### config.mk
export PLATFORM = sky130hd
export DESIGN_NAME = microstep_sequencer_flat
export DESIGN_NICKNAME = d
export VERILOG_FILES = /design/src/rtl/microstep_sequencer_if.sv /design/src/rtl/microstep_sequencer.sv /design/src/flat_wrapper.sv
export SDC_FILE = /design/constraint.sdc
export NUM_CORES = 1
export LEC_CHECK = 0
export BUFFER_PORTS_ARGS = -buffer_cell sky130_fd_sc_hd__buf_4
export CORE_MARGIN = 2
export CORE_UTILIZATION = 54
export DETAILED_ROUTE_END_ITERATION = 10
export GPL_TIMING_DRIVEN = 0
export PLACE_DENSITY = 0.91
export SYNTH_ARGS = -nofsm -noshare
export SYNTH_HDL_FRONTEND = slang
export SYNTH_SLANG_ARGS = --single-unit
### constraint.sdc
create_clock -name i_clk -period 4.1 [get_ports i_clk]
set_clock_uncertainty 0.15 [all_clocks]
set_input_delay 0.41 -clock i_clk [delete_from_list [all_inputs] [get_ports i_clk]]
set_output_delay 0.41 -clock i_clk [all_outputs]
set_load 0.005 [all_outputs]
### src/rtl/microstep_sequencer_if.sv
// Control/status bundle between the front panel, decoder and the microstep sequencer.
// The master side drives the panel and decoder bits; the slave side is the sequencer.
interface microstep_sequencer_if #(
    parameter int STEP_WIDTH  = 3,
    parameter int COUNT_WIDTH = 16
);
    logic                   i_run_mode;
    logic                   i_step_btn;
    logic                   i_resume;
    logic                   i_adv;
    logic                   i_hlt;
    logic [STEP_WIDTH-1:0]  o_step;
    logic                   o_fire;
    logic                   o_halted;
    logic                   o_fault;
    logic [COUNT_WIDTH-1:0] o_instr_count;

    modport master (
        output i_run_mode, i_step_btn, i_resume, i_adv, i_hlt,
        input  o_step, o_fire, o_halted, o_fault, o_instr_count
    );

    modport slave (
        input  i_run_mode, i_step_btn, i_resume, i_adv, i_hlt,
        output o_step, o_fire, o_halted, o_fault, o_instr_count
    );
endinterface

### src/rtl/microstep_sequencer.sv
// Owns the decoder microstep counter: fires the datapath in free-run or single-step mode,
// stops on HLT or on a runaway instruction, and counts retired instructions.
module microstep_sequencer #(
    parameter int INSTRUCTION_STEPS = 8,
    parameter int COUNT_WIDTH       = 16
) (
    input logic                 i_clk,
    input logic                 i_reset,
    microstep_sequencer_if.slave bus
);
    localparam int STEP_WIDTH = $clog2(INSTRUCTION_STEPS);

    localparam logic [STEP_WIDTH-1:0]  LAST_STEP = STEP_WIDTH'(INSTRUCTION_STEPS - 1);
    localparam logic [STEP_WIDTH-1:0]  STEP_ONE  = STEP_WIDTH'(1);
    localparam logic [COUNT_WIDTH-1:0] COUNT_ONE = COUNT_WIDTH'(1);

    // Encoded so that the halted/fault status outputs are register bits directly.
    localparam logic [1:0] ST_RUN    = 2'b00;
    localparam logic [1:0] ST_HALTED = 2'b01;
    localparam logic [1:0] ST_FAULT  = 2'b10;

    logic [1:0]             state;
    logic [STEP_WIDTH-1:0]  step_q;
    logic [COUNT_WIDTH-1:0] count_q;
    logic                   btn_q;
    logic                   step_edge;
    logic                   fire;

    // Fire does not depend on adv/hlt, so there is no combinational loop through the decoder.
    assign step_edge = bus.i_step_btn & ~btn_q;
    assign fire      = (state == ST_RUN) & (bus.i_run_mode | step_edge);

    always_ff @(posedge i_clk or posedge i_reset) begin
        if (i_reset) begin
            state   <= ST_RUN;
            step_q  <= '0;
            count_q <= '0;
            btn_q   <= 1'b0;
        end else begin
            btn_q <= bus.i_step_btn;
            case (state)
                ST_RUN: begin
                    if (fire) begin
                        if (bus.i_hlt) begin
                            state <= ST_HALTED;
                        end else if (bus.i_adv) begin
                            step_q  <= '0;
                            count_q <= count_q + COUNT_ONE;
                        end else if (step_q == LAST_STEP) begin
                            state <= ST_FAULT;
                        end else begin
                            step_q <= step_q + STEP_ONE;
                        end
                    end
                end
                ST_HALTED: begin
                    // PC already advanced at step 1, so resuming restarts at step 0 of the next instruction.
                    if (bus.i_resume) begin
                        state  <= ST_RUN;
                        step_q <= '0;
                    end
                end
                default: begin
                    state <= state;
                end
            endcase
        end
    end

    assign bus.o_step        = step_q;
    assign bus.o_fire        = fire;
    assign bus.o_halted      = state[0];
    assign bus.o_fault       = state[1];
    assign bus.o_instr_count = count_q;
endmodule

### src/flat_wrapper.sv
// flat-port wrapper written by rule: the top's interface ports become plain ports
module microstep_sequencer_flat 
#(
    parameter int INSTRUCTION_STEPS = 8,
    parameter int COUNT_WIDTH       = 16
)
  (i_clk, i_reset, bus_i_run_mode, bus_i_step_btn, bus_i_resume, bus_i_adv, bus_i_hlt, bus_o_step, bus_o_fire, bus_o_halted, bus_o_fault, bus_o_instr_count);
  microstep_sequencer_if #(.STEP_WIDTH((3)), .COUNT_WIDTH(COUNT_WIDTH)) bus_i ();
  input logic i_clk;
  input logic i_reset;
  input wire logic [$bits(bus_i.i_run_mode)-1:0] bus_i_run_mode;
  input wire logic [$bits(bus_i.i_step_btn)-1:0] bus_i_step_btn;
  input wire logic [$bits(bus_i.i_resume)-1:0] bus_i_resume;
  input wire logic [$bits(bus_i.i_adv)-1:0] bus_i_adv;
  input wire logic [$bits(bus_i.i_hlt)-1:0] bus_i_hlt;
  output wire logic [$bits(bus_i.o_step)-1:0] bus_o_step;
  output wire logic [$bits(bus_i.o_fire)-1:0] bus_o_fire;
  output wire logic [$bits(bus_i.o_halted)-1:0] bus_o_halted;
  output wire logic [$bits(bus_i.o_fault)-1:0] bus_o_fault;
  output wire logic [$bits(bus_i.o_instr_count)-1:0] bus_o_instr_count;
  assign bus_i.i_run_mode = bus_i_run_mode;
  assign bus_i.i_step_btn = bus_i_step_btn;
  assign bus_i.i_resume = bus_i_resume;
  assign bus_i.i_adv = bus_i_adv;
  assign bus_i.i_hlt = bus_i_hlt;
  assign bus_o_step = bus_i.o_step;
  assign bus_o_fire = bus_i.o_fire;
  assign bus_o_halted = bus_i.o_halted;
  assign bus_o_fault = bus_i.o_fault;
  assign bus_o_instr_count = bus_i.o_instr_count;
  microstep_sequencer #(.INSTRUCTION_STEPS(INSTRUCTION_STEPS), .COUNT_WIDTH(COUNT_WIDTH)) u_core (.i_clk(i_clk), .i_reset(i_reset), .bus(bus_i));
endmodule
### Word level (Yosys, flattened, before mapping)

Cells that the tools add are included.
Widths: inputs -> output; s select.

* $add $sub $neg: 2
* equality and inequality tests: 8
* multiplexer cells: 12
* bitwise operators: 5
* reductions and logical operators: 5

Operator list (count)
* $add 16x1->16 const B: 1
* $mux 3: 5
* $mux 2: 5
* $reduce_and 5->1: 2
* $ne 3x3->1 const B: 3
* $ne 2x2->1 const B: 3
* $pmux 3 s2: 1
* $pmux 2 s2: 1
* $reduce_and 4->1: 1
* $add 3x1->3 const B: 1
* $eq 3x3->1 const B: 1
* $and 1x1->1: 2
* $eq 2x1->1 const B: 1
* $logic_not 2->1: 1
* $not 1->1: 2
* $reduce_bool 2->1: 1
* $or 1x1->1: 1

* bits in registers: 22
* input bits: 7
* output and inout port bits: 22
* logic and storage cells: 36

### Logic depth before layout (Yosys ltp)

Gate-level depths: netlist of the first run.

* depth in word-level cells: 6
* mapped depth: 6

### Worst setup path before layout of the first run

OpenSTA, ideal clock, no wires.

* path kind: reg2reg
* start point: register u_core.step_q[0], in the netlist u_core.bus.o_step[0]
* end point: register u_core.step_q[1], in the netlist u_core.bus.o_step[1]
* setup time: 0.122 ns
* arrival time: 1.298 ns
* data required time: 3.828 ns
* slack: 2.531 ns
* cell stages (with the launch flop): 7
* period minus slack after synthesis: 1.569 ns
* cell sequence: dfrtp_1 > ha_1 > ha_1 > nor2b_1 > nor2_1 > a21oi_1 > a32o_1

* longest elaborated chain between the ends: 6
* elaborated cells on any way between the ends: 9
* classes of those cells: add/sub: 1; eq/ne: 2; mux: 5; reduce/logical: 1

Ends and longest elaborated chain
* start: declaration: line microstep_sequencer.sv:23 `logic [STEP_WIDTH-1:0] step_q;`
* start signal: assignment: line microstep_sequencer.sv:52 `step_q <= step_q + STEP_ONE;`
* $add 3x1->3: line microstep_sequencer.sv:52
* $mux 3: line microstep_sequencer.sv:49 `end else if (step_q == LAST_STEP) begin`
* $mux 3: line microstep_sequencer.sv:46 `end else if (bus.i_adv) begin`
* $mux 3: line microstep_sequencer.sv:44 `if (bus.i_hlt) begin`
* $mux 3: line microstep_sequencer.sv:43 `if (fire) begin`
* $pmux 3 s2: line microstep_sequencer.sv:41 `case (state)`

Several ways; a longest one is shown, not always the timed one. The select of a mux whose other input is x is not followed.
A chain may end at the register's enable or synchronous reset.

### Worst setup path after layout of the first run

* start point: register u_core.btn_q
* end point: output bus_o_fire

* longest elaborated chain between the ends: 4

Ends and longest elaborated chain
* start: declaration: line microstep_sequencer.sv:25 `logic btn_q;`
* start signal: assignment: line microstep_sequencer.sv:40 `btn_q <= bus.i_step_btn;`
* $not 1->1: line microstep_sequencer.sv:30 `assign step_edge = bus.i_step_btn & ~btn_q;`
* $and 1x1->1: line microstep_sequencer.sv:30
* $or 1x1->1: line microstep_sequencer.sv:31 `assign fire = (state == ST_RUN) & (bus.i_run_mode | step_edge);`
* $and 1x1->1: line microstep_sequencer.sv:31
* end: declaration: line flat_wrapper.sv:17 `output wire logic [$bits(bus_i.o_fire)-1:0] bus_o_fire;`

Every way passes these cells.

==> results of run 1 <==
==> layout make-up <==
type                       count  share of cell area [%]
tap                           25                    2.35
timing repair buffer          28                    15.8
clock buffer                   4                    2.72
inverter                       4                    1.13
sequential                    22                    41.3
multi-input combinational     67                    36.8
==> worst paths after layout <==
kind                                                     startpoint                                        to
max in group asynchronous                                   i_reset               u_core.state[1]$_DFFE_PP0P_
max reg2reg                        u_core.bus.o_step[0]$_DFFE_PP0P_          u_core.bus.o_step[1]$_DFFE_PP0P_
min in group asynchronous                                   i_reset   u_core.bus.o_instr_count[0]$_DFFE_PP0P_
min                                                  bus_i_step_btn                    u_core.btn_q$_DFF_PP0_
max                                          u_core.btn_q$_DFF_PP0_                                bus_o_fire
min reg2reg                u_core.bus.o_instr_count[15]$_DFFE_PP0P_  u_core.bus.o_instr_count[15]$_DFFE_PP0P_
==> registers in the layout (all words and copies together) (netlist names) <==
name                      count
u_core.bus.o_step             3
u_core.btn_q                  1
u_core.state                  2
u_core.bus.o_instr_count     16
==> worst max-delay path, stage by stage, from the launching register on <==
cell and delay [ns]:
dfrtp_1 0.38, and2b_1 0.32, o21a_1 0.15, nor2b_1 0.12
buf_4 0.11
==> stage by stage <==
stage | power (mW) | utilization [%]
6_report | 0.356 | 74.8
5_1_grt | 0.367 | 74.8
4_1_cts | 0.359 | 74.8
3_5_place_dp | 0.240 | 72.8
3_3_place_gp | 0.239 | 72.8
2_1_floorplan | 0.231 | -
==> Yosys cell counts <==
master	instances
a21oi_1	3
a32o_1	2
a32oi_1	1
and2b_1	1
and3_1	1
and4_1	2
and4b_2	1
dfrtp_1	22
ha_1	3
inv_1	4
mux2_2	1
nand2_1	7
nand3_1	4
nand4_1	4
nor2_1	7
nor2_2	1
nor2b_1	2
nor3_1	2
nor3_2	3
o2111a_1	1
o2111ai_2	2
o21a_1	2
o21ai_0	1
o22ai_1	1
xnor2_1	8
xor2_1	7
==> kinds of logic after synthesis <==
logic type      share of synthesized area, %
compound gates                          10.5
fa+ha+maj                               3.55
buf+inv                                 1.42
flops                                   52.1
mux                                     1.07
simple gates                            18.8
xor+xnor                                12.4
==> per-layer routing <==
| metal | part of all wire [%] | up-vias |
|---|---|---|
| met4 | 3.1 | 0 |
| met3 | 4.8 | 8 |
| li1 | - | 399 |
| met5 | 0 | - |
| met2 | 51 | 27 |
| met1 | 41 | 393 |
==> report_power, final <==
part	internal [mW]	switching, mW	total, mW
logic	0.00601	0.0103	0.0163
clock network	0.0542	0.0658	0.120
registers	0.218	0.00108	0.219
total	0.278	0.0773	0.356
==> flow_summary_export.csv, run 1 <==
group,metric,value,unit
status,status,"completed",
power_and_ir_drop,p_leak,0.676,nW
synthesis,yosysTopAreaCell,"dfrtp_1",
placed_design,pre_cts_ws,2.34,ns
grt,antenna_found_initial,0,
placed_design,dp_hpwl,1630,um
final_layout,final_common_cell,"buf_4",
floorplan,ioPinCount,29,
clock_network,cts_made_buffers,3,
grt,use_met3,3.33,%
timing,tightest_slew,0.816,ns
worst_hold_path,min_delay_path_depth,1,
clock_network,cts_tree,"yes",
timing,period_needed,1.95,ns
timing,rsz0062_at_grt,"false",
final_layout,fin_cells,150,
synthesis,synth_fp_nets,103,
detailed_routing,wire_per_inst,14.2,um
worst_hold_path,hp-class,"in2reg",
final_layout,mostFrequentLayoutCells,"buf_4, dfrtp_1, xnor2_1",
timing,finalSetupViolCount,0,
final_layout,fill_cells,122,
clock_network,cts_setup_buffers,0,
grt,grt_max_degree,23,
clock_network,post_cts_resized,0,
timing,tns,0,ns
floorplan,dieArea,2330,um^2
grt,grt_usage,21.2,%
synthesis,synth_cell_types,26,
clock_network,cts_hold_buf,0,
clock_network,htreeDepth,1,
setup_path,rr_worst_depth,6,
detailed_routing,ant_nets,0,
grt,grt_pass1_wl,3300,um
detailed_routing,drc,0,
timing,final-hold-violation-count,0,
clock_network,clk_pin_slew_worst_paths,0.12,ns
placed_design,placed_cells,146,
setup_path,worstPathRequired,3.54,ns
placed_design,gp_congestion,0.733,
timing,period_share,47.6,%
synthesis,synthesis.area,1060,um^2
detailed_routing,drt_wl_total,2130,um
timing,max_freq,0.513,GHz
placed_design,placed_cell_area,1300,um^2
synthesis,synth_sequential_area_ratio,52.1,%
timing,max_slew_margin,45.5,%
synthesis,syn_avg_cell_area,11.4,um^2
clock_network,cts_sinks,22,
detailed_routing,dr_total_vias,827,
detailed_routing,viasPerCell,5.51,
timing,slew_viol_final,0,
synthesis,syn_inst,93,
final_layout,diodes,0,
floorplan,initial_core_util,59.2,%
floorplan,core-area,1780,um^2
floorplan,rows,15,
setup_path,critPathMaxFanout,6,
final_layout,layout-drive-gt1-share,32.0,%
grt,grt.overflow.total,0,
setup_path,start_kind,"flip-flop",
clock_network,cts_buffer_depth,2,
clock_network,clk-insertion-delay-late,0.31,ns
power_and_ir_drop,irDropWorstVdd,0.164,mV
timing,setup_ws,2.15,ns
synthesis,yosysWarnings,0,
synthesis,yosys_register_bits,22,
final_layout,fin_nets,136,
clock_network,cts-root-buf,"clkbuf_4",
final_layout,fin_area,1330,um^2
detailed_routing,first_pass_iters,4,
grt,use_met2,35.0,%
grt,grt.busiest_layer,"met2",
flow_run,cap_violations,0,
synthesis,yosysTopAreaCellShare,52.1,%
timing,hold_slack,0.0599,ns
floorplan,die_w,48.2,um
placed_design,port_buffers,28,
grt,use_met1,25.2,%
setup_path,regToRegSetupSlack,2.41,ns
floorplan,die_h,48.2,um
detailed_routing,drt-initial-drc-count,12,
final_layout,seqCellArea,551,um^2
setup_path,end_kind,"primary output",
setup_path,path_class,"reg2out",
power_and_ir_drop,powerDensity,267,nW/um^2
final_layout,multiInputGateArea,490,um^2
synthesis,ys_top_cells_by_area,"dfrtp_1, xnor2_1, xor2_1",
grt,grt_pass1_vias,745,
final_layout,syn2layout_area_growth,26.3,%
setup_path,cp.arrival,1.39,ns
(Power assumes the default switching activity.)
==> run 2, diff against run 1 <==
--- a/config.mk
+++ b/config.mk
@@ -5,12 +5,13 @@
 export SDC_FILE = /design/constraint.sdc
 export NUM_CORES = 1
 export LEC_CHECK = 0
+export ABC_AREA = 1
 export BUFFER_PORTS_ARGS = -buffer_cell sky130_fd_sc_hd__buf_4
 export CORE_MARGIN = 2
-export CORE_UTILIZATION = 54
+export CORE_UTILIZATION = 52
 export DETAILED_ROUTE_END_ITERATION = 10
 export GPL_TIMING_DRIVEN = 0
-export PLACE_DENSITY = 0.91
+export PLACE_DENSITY = 0.86
 export SYNTH_ARGS = -nofsm -noshare
 export SYNTH_HDL_FRONTEND = slang
 export SYNTH_SLANG_ARGS = --single-unit
==> constraint.sdc (replaced) <==
create_clock -name i_clk -period 2 [get_ports i_clk]
set_clock_uncertainty 0.15 [all_clocks]
set_input_delay 0.2 -clock i_clk [delete_from_list [all_inputs] [get_ports i_clk]]
set_output_delay 0.2 -clock i_clk [all_outputs]
set_load 0.005 [all_outputs]
==> flow_summary_export.csv, run 2 <==
group,metric,value,unit
detailed_routing,route.met3.wl,137,um
grt,antenna_found_initial,0,
synthesis,ys_top_cells_by_count,"nand2_1, dfrtp_1, inv_1",
clock_network,clk_pin_slew_worst_paths,0.11,ns
timing,period_share,88.4,%
final_layout,fin_nets,203,
placed_design,dp_hpwl,2180,um
floorplan,dieArea,2840,um^2
synthesis,syn_inst,158,
timing,finalSetupViolCount,0,
final_layout,syn2layout_area_growth,22.8,%
clock_network,cts_made_buffers,3,
worst_hold_path,hp-class,"in2reg",
final_layout,mostFrequentLayoutCells,"nand2_1, buf_4, dfrtp_1, inv_1, nor2_1",
floorplan,rows,17,
power_and_ir_drop,switchingPower,0.316,mW
floorplan,die_w,53.3,um
detailed_routing,ant_nets,0,
synthesis,yosys_register_bits,22,
setup_path,path_common_cell,"nand2_1",
grt,grt.overflow.total,0,
detailed_routing,top_layer,"met4",
clock_network,htreeDepth,1,
final_layout,fin_cells,219,
setup_path,r2r_end,"u_core.bus.o_instr_count[14]$_DFFE_PP0P_",
synthesis,yosysTopAreaCellShare,43.6,%
final_layout,final_common_cell,"nand2_1",
synthesis,synth_edf_count,0,
status,status,"completed",
detailed_routing,drt_wl_total,2770,um
setup_path,cp_slowest_cell,"dfrtp_1",
placed_design,gp_congestion,0.835,
setup_path,crit_chain,"ha_1 > nand3_1 > nor2_1 > nand3_1 > nand2_1 > nand2_1 > nand2_1 > nand2_1",
placed_design,port_buffers,28,
worst_hold_path,min_delay_path_depth,3,
detailed_routing,viasPerCell,5.21,
setup_path,end_kind,"flip-flop",
synthesis,synth_sequential_area_ratio,43.6,%
setup_path,start_kind,"flip-flop",
floorplan,ioPinCount,29,
setup_path,cp_top_family,"simple AND/OR/NAND/NOR gates",
final_layout,largest_reg_flops,16,
timing,rsz0062_at_grt,"false",
floorplan,die_h,53.3,um
setup_path,path_buf_inv,0,
synthesis,yosysTopAreaCell,"dfrtp_1",
detailed_routing,drc,0,
synthesis,synthesis.area,1260,um^2
setup_path,path_class,"reg2reg",
detailed_routing,dr_total_vias,1140,
clock_network,cts_tree,"yes",
clock_network,cts_sinks,22,
power_and_ir_drop,p_int,0.699,mW
clock_network,cts-root-buf,"clkbuf_4",
synthesis,syn_avg_cell_area,7.99,um^2
synthesis,synth_ff_type,"dfrtp_1",
detailed_routing,met2_length,1440,um
power_and_ir_drop,irDropWorstVdd,0.731,mV
setup_path,rr_worst_depth,8,
final_layout,layout-drive-gt1-share,24.6,%
timing,slew_viol_final,0,
synthesis,ys_top_cells_by_area,"dfrtp_1, nand2_1, inv_1",
detailed_routing,first_pass_iters,4,
power_and_ir_drop,p_leak,0.811,nW
final_layout,diodes,0,
power_and_ir_drop,clock_power_share,19.3,%
clock_network,post_cts_resized,0,
power_and_ir_drop,p_sw_share,31.2,%
floorplan,initial_core_util,56.0,%
grt,grt_usage,23.4,%
synthesis,synth_fp_nets,168,
power_and_ir_drop,seq_power_share,57.5,%
clock_network,cts_setup_buffers,0,
timing,max_slew_margin,44.5,%
flow_run,cap_violations,0,
grt,grt_pass1_vias,1115,
setup_path,r2r_start,"u_core.bus.o_instr_count[0]$_DFFE_PP0P_",
clock_network,clk-insertion-delay-late,0.30,ns
synthesis,yosys.cell_count.top_type,"nand2_1",
grt,grt_max_degree,23,
synthesis,yosysWarnings,0,
timing,max_freq,0.565,GHz
synthesis,synth_cell_types,23,
floorplan,core-area,2250,um^2
worst_hold_path,hp-start,"bus_i_hlt",
timing,final-hold-violation-count,0,
power_and_ir_drop,p_comb_share,23.3,%
final_layout,fill_cells,187,
detailed_routing,m1WireLength,1160,um
grt,grt_pass1_wl,4830,um
timing,tightest_slew,0.831,ns
worst_hold_path,worstHoldEndpoint,"u_core.state[0]$_DFFE_PP0P_",
placed_design,placed_cells,214,
setup_path,regToRegSetupSlack,0.23,ns
setup_path,critPathMaxFanout,8,
detailed_routing,drt-initial-drc-count,13,
timing,period_needed,1.77,ns
synthesis,synthArstFlopShare,100,%
setup_path,slowest_delay,0.54,ns
power_and_ir_drop,powerDensity,655,nW/um^2
clock_network,cts_buffer_depth,2,
setup_path,worstPathRequired,2.05,ns
setup_path,cp.arrival,1.82,ns
detailed_routing,wire_per_inst,12.7,um
timing,tns,0,ns
run 2: cell types whose count changed after synthesis, moves of 3 or more:
cell      change
nand2_1      +50
inv_1        +13
xnor2_1       -7
nor2_2        +5
nor2_4        +4
o21ai_0       +4
nand3_1       +3
nand3b_1      +3
nor2_1        +3
nor3_2        -3
run 2: worst max path at each step:
stage	depth (start not counted)	startpoint	slack, ns	endpoint
after floorplan	6	u_core.bus.o_step[0]$_DFFE_PP0P_	0.48	u_core.bus.o_step[0]$_DFFE_PP0P_
after global placement	6	u_core.bus.o_step[0]$_DFFE_PP0P_	0.41	u_core.bus.o_step[1]$_DFFE_PP0P_
after detailed placement	8	u_core.bus.o_instr_count[0]$_DFFE_PP0P_	0.27	u_core.bus.o_instr_count[14]$_DFFE_PP0P_
after CTS	7	bus_i_step_btn	0.25	bus_o_fire
after global routing	8	u_core.bus.o_instr_count[0]$_DFFE_PP0P_	0.15	u_core.bus.o_instr_count[14]$_DFFE_PP0P_
final	8	u_core.bus.o_instr_count[0]$_DFFE_PP0P_	0.23	u_core.bus.o_instr_count[14]$_DFFE_PP0P_
run 2: repair_timing:
action	CTS	global route
endpoints found under the setup margin	0	0
endpoints found under the hold margin	23	0
hold buffers	2	0
run 2: metrics by stage:
stage               cell area, um^2  utilization, %  total power, mW  hold slack (ns)  worst slack, ns
floorplan                      1260               -            0.696           0.0392            0.480
global placement               1510            66.9            0.811            0.168            0.412
detailed placement             1510            66.9            0.829            0.170            0.268
CTS                            1550            68.8             1.03           0.0391            0.248
global route                   1550            68.8             1.10           0.0415            0.147
finish                         1550            68.8             1.01           0.0494            0.232
run 2: logic make-up after synthesis:
kind of cell               count (synthesis)  share of synthesized area (%)
adders and majority gates                  3                           2.97
AOI/OAI and AO/OA                          8                           3.57
buffers and inverters                     19                           6.24
DFF                                       22                           43.6
and+or+nand+nor                           98                           38.1
xor gates and xnor gates                   8                           5.55
run 2: tightest hold or removal path, cell delays in order:
cell,delay (ns)
buf_4,0.12
inv_2,0.07
o21ai_0,0.08
run 2: cell type report:
class / instances / area, um^2 / area share (%)
multi-input combinational: 117 / 633 / 40.8
tap: 28 / 35.0 / 2.26
clock buffer: 3 / 22.5 / 1.45
inverter: 18 / 67.6 / 4.36
buffer: 1 / 11.3 / 0.726
timing repair buffer: 30 / 230 / 14.9
sequential: 22 / 551 / 35.5
run 2: power groups by stage:
stage	sequential, mW	clock [mW]	combinational (mW)
after floorplan	0.581	0	0.115
final	0.583	0.196	0.236
after CTS	0.582	0.205	0.242
after global routing	0.595	0.232	0.273
after global placement	0.584	0	0.227
after detailed placement	0.591	0	0.238
run 2: routing by layer:
metal | vias to the layer above | GRT usage (%)
met1 | 534 | 26.9
li1 | 565 | -
met4 | 0 | 6.84
met2 | 37 | 42.6
met5 | - | 0
met3 | 4 | 5.37
